===== src/rtl/ql_pkg.sv =====
// Shared widths, action encodings, trap map and FSM states for the Q-learning maze datapath.
package ql_pkg;

    localparam int unsigned STATE_W        = 6;
    localparam int unsigned ACTION_W       = 4;
    localparam int unsigned REWARD_W       = 16;
    localparam int unsigned CNT_W          = 8;
    localparam int unsigned LFSR_W         = 16;
    localparam int unsigned RND_W          = 10;
    localparam int unsigned GRID_W_DEFAULT = 5;

    localparam logic [STATE_W-1:0] GOAL_STATE = STATE_W'(GRID_W_DEFAULT * GRID_W_DEFAULT);

    localparam logic [ACTION_W-1:0] ACT_UP    = 4'b0001;
    localparam logic [ACTION_W-1:0] ACT_DOWN  = 4'b0010;
    localparam logic [ACTION_W-1:0] ACT_LEFT  = 4'b0100;
    localparam logic [ACTION_W-1:0] ACT_RIGHT = 4'b1000;

    typedef enum logic [2:0] {
        IDLE,
        INIT,
        SELECT,
        MOVE,
        UPDATE,
        CHECK,
        DONE
    } seq_state_e;

    function automatic logic is_trap(input logic [STATE_W-1:0] s);
        logic hit;
        case (s)
            6'd3, 6'd4, 6'd7, 6'd13, 6'd14, 6'd17, 6'd19, 6'd22: hit = 1'b1;
            default:                                              hit = 1'b0;
        endcase
        return hit;
    endfunction

endpackage


===== src/rtl/episode_sequencer_if.sv =====
// Update channel between the sequencer, the Q-learning agent and the reward generator.
interface episode_sequencer_if;
    import ql_pkg::*;

    logic [STATE_W-1:0]  cur_state;
    logic [ACTION_W-1:0] action;
    logic [STATE_W-1:0]  next_state;
    logic                q_upd_req;
    logic                q_upd_ack;
    logic [ACTION_W-1:0] greedy_action;
    logic [REWARD_W-1:0] reward;

    // Sequencer side; reward flows from the reward generator straight to the agent.
    modport master (
        output cur_state, action, next_state, q_upd_req,
        input  greedy_action, q_upd_ack
    );

    modport slave (
        input  cur_state, action, next_state, q_upd_req, reward,
        output greedy_action, q_upd_ack
    );

    modport rwd (
        input  next_state,
        output reward
    );
endinterface


===== src/rtl/ql_lfsr16.sv =====
// Seeded 16-bit Galois LFSR (x^16+x^14+x^13+x^11); steps once per cycle while adv is high.
module ql_lfsr16
    import ql_pkg::*;
#(
    parameter logic [LFSR_W-1:0] SEED = 16'hACE1
) (
    input  logic             clk,
    input  logic             rst_n,
    input  logic             adv,
    output logic [RND_W-1:0] value
);

    localparam logic [LFSR_W-1:0] TAPS = 16'hB400;

    logic [LFSR_W-1:0] lfsr_q;

    always_ff @(posedge clk or negedge rst_n) begin
        if (!rst_n) begin
            lfsr_q <= SEED;
        end else if (adv) begin
            lfsr_q <= {1'b0, lfsr_q[LFSR_W-1:1]} ^ (lfsr_q[0] ? TAPS : '0);
        end
    end

    assign value = lfsr_q[RND_W-1:0];

endmodule


===== src/rtl/episode_sequencer.sv =====
// Training-loop controller: epsilon-greedy select, grid move, agent handshake, episode bookkeeping.
module episode_sequencer
    import ql_pkg::*;
#(
    parameter int unsigned       GRID_W       = 5,
    parameter int unsigned       START_STATE  = 1,
    parameter int unsigned       MAX_STEPS    = 64,
    parameter int unsigned       MAX_EPISODES = 100,
    parameter logic [LFSR_W-1:0] LFSR_SEED    = 16'hACE1
) (
    input  logic                clk,
    input  logic                rst_n,
    input  logic                en,
    input  logic                start,
    input  logic [7:0]          epsilon,
    episode_sequencer_if.master bus,
    output logic                goal,
    output logic                error,
    output logic                busy,
    output logic                done,
    output logic [CNT_W-1:0]    step_cnt,
    output logic [CNT_W-1:0]    episode_cnt
);

    if (MAX_STEPS > 255 || MAX_EPISODES > 255 || LFSR_SEED == '0) begin : g_param_check
        $error("episode_sequencer: MAX_STEPS/MAX_EPISODES must be <= 255 and LFSR_SEED non-zero");
    end

    localparam logic [STATE_W-1:0] START = STATE_W'(START_STATE);
    localparam logic [STATE_W-1:0] GOAL  = STATE_W'(GRID_W * GRID_W);
    localparam logic [STATE_W-1:0] EDGE  = STATE_W'(GRID_W - 1);

    seq_state_e          state_q, state_d;
    logic [STATE_W-1:0]  cur_d, nxt_d, moved, s0, row, col;
    logic [ACTION_W-1:0] act_d, rand_act;
    logic [CNT_W-1:0]    step_d, ep_d, step_inc, ep_inc;
    logic                goal_d, error_d, lfsr_adv, greedy_ok, explore;
    logic [RND_W-1:0]    rnd;

    ql_lfsr16 #(.SEED(LFSR_SEED)) u_lfsr (
        .clk   (clk),
        .rst_n (rst_n),
        .adv   (lfsr_adv && en),
        .value (rnd)
    );

    // Action choice uses the LFSR value present in SELECT; it advances at the same edge.
    assign greedy_ok = (bus.greedy_action != '0) &&
                       ((bus.greedy_action & (bus.greedy_action - ACTION_W'(1))) == '0);
    assign explore   = (rnd[7:0] < epsilon) || !greedy_ok;
    assign rand_act  = ACTION_W'(1) << rnd[9:8];

    assign step_inc = (step_cnt == '1) ? step_cnt : step_cnt + CNT_W'(1);
    assign ep_inc   = (episode_cnt == '1) ? episode_cnt : episode_cnt + CNT_W'(1);

    assign s0  = bus.cur_state - STATE_W'(1);
    assign row = s0 / STATE_W'(GRID_W);
    assign col = s0 % STATE_W'(GRID_W);

    // Grid move; walls leave the agent in place.
    always_comb begin
        moved = bus.cur_state;
        case (bus.action)
            ACT_UP:    if (row != '0)   moved = bus.cur_state - STATE_W'(GRID_W);
            ACT_DOWN:  if (row != EDGE) moved = bus.cur_state + STATE_W'(GRID_W);
            ACT_LEFT:  if (col != '0)   moved = bus.cur_state - STATE_W'(1);
            ACT_RIGHT: if (col != EDGE) moved = bus.cur_state + STATE_W'(1);
            default:   moved = bus.cur_state;
        endcase
    end

    always_comb begin
        state_d  = state_q;
        cur_d    = bus.cur_state;
        act_d    = bus.action;
        nxt_d    = bus.next_state;
        step_d   = step_cnt;
        ep_d     = episode_cnt;
        goal_d   = 1'b0;
        error_d  = 1'b0;
        lfsr_adv = 1'b0;
        case (state_q)
            IDLE, DONE: if (start) state_d = INIT;
            INIT: begin
                step_d  = '0;
                ep_d    = '0;
                cur_d   = START;
                state_d = SELECT;
            end
            SELECT: begin
                lfsr_adv = 1'b1;
                act_d    = explore ? rand_act : bus.greedy_action;
                state_d  = MOVE;
            end
            MOVE: begin
                nxt_d   = moved;
                state_d = UPDATE;
            end
            UPDATE: if (bus.q_upd_ack) state_d = CHECK;
            CHECK: begin
                cur_d = bus.next_state;
                if (bus.next_state == GOAL || is_trap(bus.next_state) ||
                    step_inc == CNT_W'(MAX_STEPS)) begin
                    goal_d  = (bus.next_state == GOAL);
                    error_d = (bus.next_state != GOAL) && is_trap(bus.next_state);
                    ep_d    = ep_inc;
                    step_d  = '0;
                    if (ep_inc == CNT_W'(MAX_EPISODES)) begin
                        state_d = DONE;
                    end else begin
                        cur_d   = START;
                        state_d = SELECT;
                    end
                end else begin
                    step_d  = step_inc;
                    state_d = SELECT;
                end
            end
            default: state_d = IDLE;
        endcase
    end

    always_ff @(posedge clk or negedge rst_n) begin
        if (!rst_n) begin
            state_q        <= IDLE;
            bus.cur_state  <= START;
            bus.next_state <= START;
            bus.action     <= '0;
            bus.q_upd_req  <= 1'b0;
            goal           <= 1'b0;
            error          <= 1'b0;
            busy           <= 1'b0;
            done           <= 1'b0;
            step_cnt       <= '0;
            episode_cnt    <= '0;
        end else if (en) begin
            state_q        <= state_d;
            bus.cur_state  <= cur_d;
            bus.next_state <= nxt_d;
            bus.action     <= act_d;
            bus.q_upd_req  <= (state_d == UPDATE);
            goal           <= goal_d;
            error          <= error_d;
            busy           <= (state_d != IDLE) && (state_d != DONE);
            done           <= (state_d == DONE);
            step_cnt       <= step_d;
            episode_cnt    <= ep_d;
        end
    end

endmodule


===== src/flat_wrapper.sv =====
// flat-port wrapper written by rule: the top's interface ports become plain ports
module episode_sequencer_flat import ql_pkg::*;
#(
    parameter int unsigned       GRID_W       = 5,
    parameter int unsigned       START_STATE  = 1,
    parameter int unsigned       MAX_STEPS    = 64,
    parameter int unsigned       MAX_EPISODES = 100,
    parameter logic [LFSR_W-1:0] LFSR_SEED    = 16'hACE1
)
  (clk, rst_n, en, start, epsilon, goal, error, busy, done, step_cnt, episode_cnt, bus_cur_state, bus_action, bus_next_state, bus_q_upd_req, bus_greedy_action, bus_q_upd_ack);
  episode_sequencer_if bus_i ();
  input  logic clk;
  input  logic rst_n;
  input  logic en;
  input  logic start;
  input  logic [7:0] epsilon;
  output logic goal;
  output logic error;
  output logic busy;
  output logic done;
  output logic [CNT_W-1:0] step_cnt;
  output logic [CNT_W-1:0] episode_cnt;
  output wire logic [$bits(bus_i.cur_state)-1:0] bus_cur_state;
  output wire logic [$bits(bus_i.action)-1:0] bus_action;
  output wire logic [$bits(bus_i.next_state)-1:0] bus_next_state;
  output wire logic [$bits(bus_i.q_upd_req)-1:0] bus_q_upd_req;
  input wire logic [$bits(bus_i.greedy_action)-1:0] bus_greedy_action;
  input wire logic [$bits(bus_i.q_upd_ack)-1:0] bus_q_upd_ack;
  assign bus_cur_state = bus_i.cur_state;
  assign bus_action = bus_i.action;
  assign bus_next_state = bus_i.next_state;
  assign bus_q_upd_req = bus_i.q_upd_req;
  assign bus_i.greedy_action = bus_greedy_action;
  assign bus_i.q_upd_ack = bus_q_upd_ack;
  episode_sequencer #(.GRID_W(GRID_W), .START_STATE(START_STATE), .MAX_STEPS(MAX_STEPS), .MAX_EPISODES(MAX_EPISODES), .LFSR_SEED(LFSR_SEED)) u_core (.clk(clk), .rst_n(rst_n), .en(en), .start(start), .epsilon(epsilon), .bus(bus_i), .goal(goal), .error(error), .busy(busy), .done(done), .step_cnt(step_cnt), .episode_cnt(episode_cnt));
endmodule

===== config.mk =====
export PLATFORM = sky130hd
export DESIGN_NAME = episode_sequencer_flat
export DESIGN_NICKNAME = d
export VERILOG_FILES = /design/src/rtl/ql_pkg.sv /design/src/rtl/episode_sequencer_if.sv /design/src/rtl/ql_lfsr16.sv /design/src/rtl/episode_sequencer.sv /design/src/flat_wrapper.sv
export SDC_FILE = /design/constraint.sdc
export NUM_CORES = 1
export LEC_CHECK = 0
export BUFFER_PORTS_ARGS = -buffer_cell sky130_fd_sc_hd__buf_4
export CORE_ASPECT_RATIO = 1.1
export CORE_MARGIN = 3
export CORE_UTILIZATION = 62
export CTS_BUF_LIST = sky130_fd_sc_hd__clkbuf_8
export CTS_CLUSTER_DIAMETER = 200
export DETAILED_ROUTE_END_ITERATION = 8
export PLACE_DENSITY = 0.92
export SYNTH_ARGS = -nofsm -noshare
export SYNTH_HDL_FRONTEND = slang
export SYNTH_SLANG_ARGS = --single-unit
export TNS_END_PERCENT = 10

===== constraint.sdc =====
create_clock -name clk -period 4.7 [get_ports clk]
set_clock_uncertainty 0.05 [all_clocks]
set_input_delay 0.94 -clock clk [delete_from_list [all_inputs] [get_ports clk]]
set_output_delay 0.94 -clock clk [all_outputs]
set_load 0.05 [all_outputs]

* After elaboration in Yosys (flattened, before gate mapping)
Memories as Yosys holds them, arrays and structs flattened.
Cells that the tools add are included.
** Word-level totals
- Register bits after elaboration :: 56
- Latch bits :: 0
- Memory bits (writable) :: 0
- Memory bits (read-only) :: 64
- Word-level logic and storage cells :: 100
- Memories kept :: 2
** Memory list
- (no name shown) :: words 32, width 1, read ports 1, clocked after Yosys merged registers in 0, wr ports 0, RTL line ql_pkg.sv:31 : case (s)
- (no name shown) :: words 32, width 1, read ports 1, clocked after Yosys merged registers in 0, wr ports 0, RTL line ql_pkg.sv:31
** Cells by class
- Add/subtract/negate cells :: 7
- $mul :: 0
- Divide/modulo/power cells :: 2
- Order comparisons :: 1
- Eq/ne operators :: 22
- Shift-type cells :: 1
- Muxes and demuxes :: 31
- Bitwise operators :: 2
- Reduce and logical (&&, ||, !) cells :: 20
** Operators by type and width (number)
- 6-bit 2-to-1 mux :: 6
- 8-bit 2-to-1 mux :: 4
- 8-bit one-hot mux with 2 select lines :: 2
- 6-bit one-hot mux with 4 select lines :: 1
- 3-bit one-hot mux with 6 select lines :: 1
- 8-bit by 1-bit adder with 8-bit output, second input constant :: 2
- 8-bit by 7-bit == test with 1-bit output, second input constant :: 2
- 8-bit == test, second input constant :: 2
- 16-bit 2-to-1 mux :: 1
- 15-bit by 16-bit XOR with 16-bit output :: 1
- 3-bit == test, second input constant :: 5
- 3-bit 2-to-1 mux :: 4
- 6-bit by 3-bit != test with 1-bit output, second input constant :: 2
- 6-bit one-hot mux with 2 select lines :: 1
- 6-bit nonzero test :: 2
- 1-bit 2-to-1 mux :: 10
- 8-bit < comparator :: 1
- 6-bit by 1-bit adder with 6-bit output, second input constant :: 1
- 6-bit by 3-bit adder with 6-bit output, second input constant :: 1
- 6-bit by 3-bit divider with 6-bit output, second input constant :: 1
- 3-bit by 2-bit == test with 1-bit output, second input constant :: 2
- 6-bit by 5-bit == test with 1-bit output, second input constant :: 1
- 6-bit by 3-bit modulo with 6-bit output, second input constant :: 1
- 6-bit by 5-bit != test with 1-bit output, second input constant :: 1
- 24 further kinds :: 31

* Longest topological paths before layout
An unclocked memory read counts as a cell.
- Word-level depth :: 10
- Gate-level depth with buffers :: 19
- Gate-level depth less buffers :: 16

* Modules after synthesis
From an unflattened synthesis, not the netlist that was laid out.
** Second synthesis, totals
- Cells, all modules :: 575
- Area, all modules :: 4674.5 µm²
** Modules (own cells, without submodules)
- episode_sequencer :: instances 1, cells each 525, area each 3943.8 µm²
- ql_lfsr16 :: instances 1, cells each 50, area each 730.7 µm²

* Worst setup path before layout
OpenSTA, ideal clock, no wires.
- Kind :: reg-to-reg
- Start point :: reg u_core.bus.cur_state[0]
- End point :: reg u_core.bus.next_state[5]
- Arrival :: 4.300 ns
- Required time :: 4.571 ns
- Slack :: 0.271 ns
- Cell stages (with the launch flop) :: 19
- Period minus slack after synthesis :: 4.429 ns
- Cell sequence :: dfstp_2 > buf_4 > clkinv_1 > ha_1 > buf_6 > buf_6 > and3b_1 > o21ai_0 > o221ai_1 > a22o_1 > nor2_1 > ha_1 > o311ai_0 > a211oi_1 > a2111oi_4 > a2111oi_2 > a31oi_1 > a32oi_1 > a2bb2oi_1
** Between the ends
- Cells in the longest elaborated chain, start to end :: 5
** Ends and longest elaborated chain
- from (decl) :: RTL line episode_sequencer_if.sv:15 : output cur_state, action, next_state, q_upd_req,
- from (signal assigned) :: RTL line episode_sequencer.sv:138 : bus.cur_state <= cur_d;
- 6-bit by 1-bit subtractor with 6-bit output :: RTL line episode_sequencer.sv:56, episode_sequencer.sv:66
- 6-bit by 3-bit modulo with 6-bit output or 6-bit by 3-bit divider with 6-bit output (tied branches) :: RTL line episode_sequencer.sv:58, episode_sequencer.sv:57
- 6-bit by 3-bit != test with 1-bit output (tied with other cells) :: RTL line episode_sequencer.sv:67 : ACT_RIGHT: if (col != EDGE) moved = bus.cur_state + STATE_W'(1);
- 6-bit 2-to-1 mux, on equally long branches
- 6-bit one-hot mux with 4 select lines * :: RTL line episode_sequencer.sv:63 : case (bus.action)
- to (signal assigned) :: RTL line episode_sequencer.sv:139 : bus.next_state <= nxt_d;
- to (decl) :: RTL line episode_sequencer_if.sv:15
Mark *: on every way between the ends. The rest lies on a longest branch, timed or not.
A chain may end at the register's enable or synchronous reset.

* Final worst setup path
Ends and elaborated chain as after synthesis.

==> impl_metrics.tcl <==
set metrics [dict create \
    status "finished, final reports clean" \
    clock.fmax_mhz 233 \
    finalInstanceArea_um2 5490 \
    max-vdd-ir-drop_mv 0.422 \
    fp.coreArea_um2 7600 \
    track_usage_pct 30.5 \
    drive_gt1_share_pct 16.8 \
    rsz0062_at_grt "no" \
    period_needed_ps 4290 \
    p_per_area_nw_per_um2 770 \
    wl_met1_mm 5.34 \
    final_nets 694 \
    post-route-period-util_pct 91.2 \
    hold-worst-slack_ps 426 \
    io_pins 54 \
    synth-async-reset-ratio_pct 100 \
    cts_buffer_depth 2 \
    nFillCells 580 \
    overflow 0 \
    dr_wl_met3_mm 1.03 \
    synth-main-ff-cell "dfrtp_1" \
    drc 0 \
    worst_ep_required_time_ps 4890 \
    die_h_um 99.7 \
    yosys_warnings 0 \
    initial_core_util_pct 65.1 \
    die_area_um2 9080 \
    antenna_found_initial 0 \
    clock-root-buffer "clkbuf_8" \
    syn_to_final_growth_pct 11.1 \
    placed_cell_area_um2 5370 \
    cts-htree-levels 2 \
    grt_pass1_vias 4847 \
    syn-num-nets 662 \
    clkSinkCount 56 \
    critPathMaxFanout 16 \
    grt_pass1_wl_mm 23.2 \
    drtPass1Iterations 6 \
    clk_pin_slew_worst_paths_ps 100 \
    critPathCaptureType "flip-flop" \
    wl_mm 13.9 \
    ys_seq_area_share_pct 28.6 \
    drt-vias-per-instance 6.75 \
    drv_slew 0 \
    wire_per_inst_um 18.2 \
    holdCritPathClass "flip-flop to flip-flop" \
    gp_congestion 1.02 \
    holdBufCountCts 0 \
    start_kind "flip-flop" \
    hpwl_mm 10.2 \
    p_leak_nw 2.37 \
    clk_latency_ps 320 \
    finalHoldViolCount 0 \
    io_buffer_count 53 \
    vias 5169 \
    cts_buffers 5 \
    synth_area_um2 4940 \
    final-setup-viol-count 0 \
    cts_tree "yes" \
    std_cell_rows 33 \
    wl_met2_mm 7.04 \
    setup-tns-final_ps 0 \
    die_x_um 91.2 \
    grt_max_degree 57 \
    routed.top_layer "met4" \
    final_util_pct 72.3 \
    worstSetupPathType "flip-flop to flip-flop" \
    cap_violations 0 \
    diodes 0 \
    worstMarginPinSlew_ps 1080 \
    yosysUniqueCellTypes 90 \
    synth_edf_count 0 \
    avgSynthCellArea_um2 7.87 \
    ys_ff_latch 56 \
    netlist_instances 628 \
    drt_iter0_markers 457 \
    slew_headroom_pct 26.9 \
    final_antenna_net_count 0 \
    arrival_ps 4480 \
]
[metrics by stage]
step	setup WS (ps)	std cells	power, mW
CTS	332	766	4.16
finish	412	766	4.23
detailed placement	364	758	3.83
global placement	523	758	3.77
floorplan	271	628	3.12
global route	66.0	766	4.52
[registers in the layout (all words and copies together) (netlist names), 3 cells and up]
name / flops
u_core.bus.cur_state: 6
u_core.episode_cnt: 8
u_core.bus.action: 4
u_core.step_cnt: 8
u_core.bus.next_state: 6
u_core.u_lfsr.lfsr_q: 16
u_core.state_q: 3
[final timing paths]
check | from | end | slack (ps) | cells after the start
max in group asynchronous | rst_n | u_core.bus.action[2] | 3530 | 1
hold / removal | u_core.u_lfsr.lfsr_q[15] | u_core.u_lfsr.lfsr_q[15] | 430 | 2
hold reg to reg | u_core.u_lfsr.lfsr_q[15] | u_core.u_lfsr.lfsr_q[15] | 430 | 2
setup reg to reg | u_core.bus.cur_state[0] | u_core.bus.next_state[5] | 410 | 16
min in group asynchronous | rst_n | u_core.episode_cnt[0] | 620 | 1
setup / recovery | u_core.bus.cur_state[0] | u_core.bus.next_state[5] | 410 | 16
[layer usage]
metal | vias to the layer above | GRT usage (%)
met3 | 51 | 3.78
met1 | 2427 | 37.5
met2 | 290 | 53.8
met4 | 0 | 13.3
met5 | - | 0
li1 | 2401 | -
[placed cells by master (no fill, tap or decap), drive strengths merged, types with 5 or more instances in the layout]
cell type and n:
o21ai 54, inv 24, a21o 9, nor2 46, and2 11, a22oi 5
clkbuf 5, o41ai 5, o211ai 8, mux2i 6, or2 5, nor2b 12
nand2 86, ha 17, or3 5, dfstp 10, a31oi 8, nor3 15
buf 70, o221ai 5, nand4 6, xnor2 11, o22ai 8, nand3 27
a2111oi 8, a21oi 34, nand2b 13, o21a 5, and3 7, dfrtp 46
a211oi 7
[synth_stat cells (all sizes together), types with 12 or more instances]
cell,count,share of area (%)
nand2,86,6.6
o21ai,54,5.5
dfrtp,46,23
nor2,46,3.6
a21oi,34,3.4
clkbuf,28,2.2
nand3,27,2.7
inv,23,1.7
buf,17,2.5
ha,17,4.3
nor3,15,1.7
nand2b,13,1.7
nor2b,12,1.5
[what timing repair did]
action	in CTS	in global routing
endpoints found under the setup margin	0	3
setup buffers	0	0
gates resized for setup	0	1
[cells by family (layout without fill, tap and decap cells)]
group	after synthesis	in the layout	share of synthesized area, %
AO/OA/AOI/OAI	211	211	30.7
flip-flops	56	56	28.6
adder cells (fa/ha/maj)	17	17	4.30
AND/OR/NAND/NOR	252	252	25.6
buffers and inverters	69	102	6.43
XOR/XNOR	15	15	2.66
multiplexers	8	8	1.75
[final cells by class]
cell class	instances	area [um^2]	area share, %
Clock buffer	5	68.8	1.25
Multi-Input combinational cell	503	3220	58.6
Sequential cell	56	1410	25.7
Clock inverter	3	46.3	0.843
Inverter	24	90.1	1.64
Timing Repair Buffer	70	526	9.57
Tap cell	105	131	2.39
[power breakdown]
part,internal [mW],switching (mW)
registers,0.611,0.231
clock network,0.161,0.161
logic,1.11,1.95
total,1.88,2.35
[worst max-delay path: stages (launching register included)]
cell	delay (ps)
dfstp_2	540
clkinv_1	70
ha_2	290
nor2b_1	210
nand2_1	100
a311o_1	320
a31oi_1	240
nor2_1	120
ha_1	270
nor2b_1	160
a31oi_1	280
a211oi_1	150
nor3_2	430
a21oi_1	220
or3_1	380
a32oi_1	180
a2bb2oi_1	190
Power figures use the tool's default switching activity.
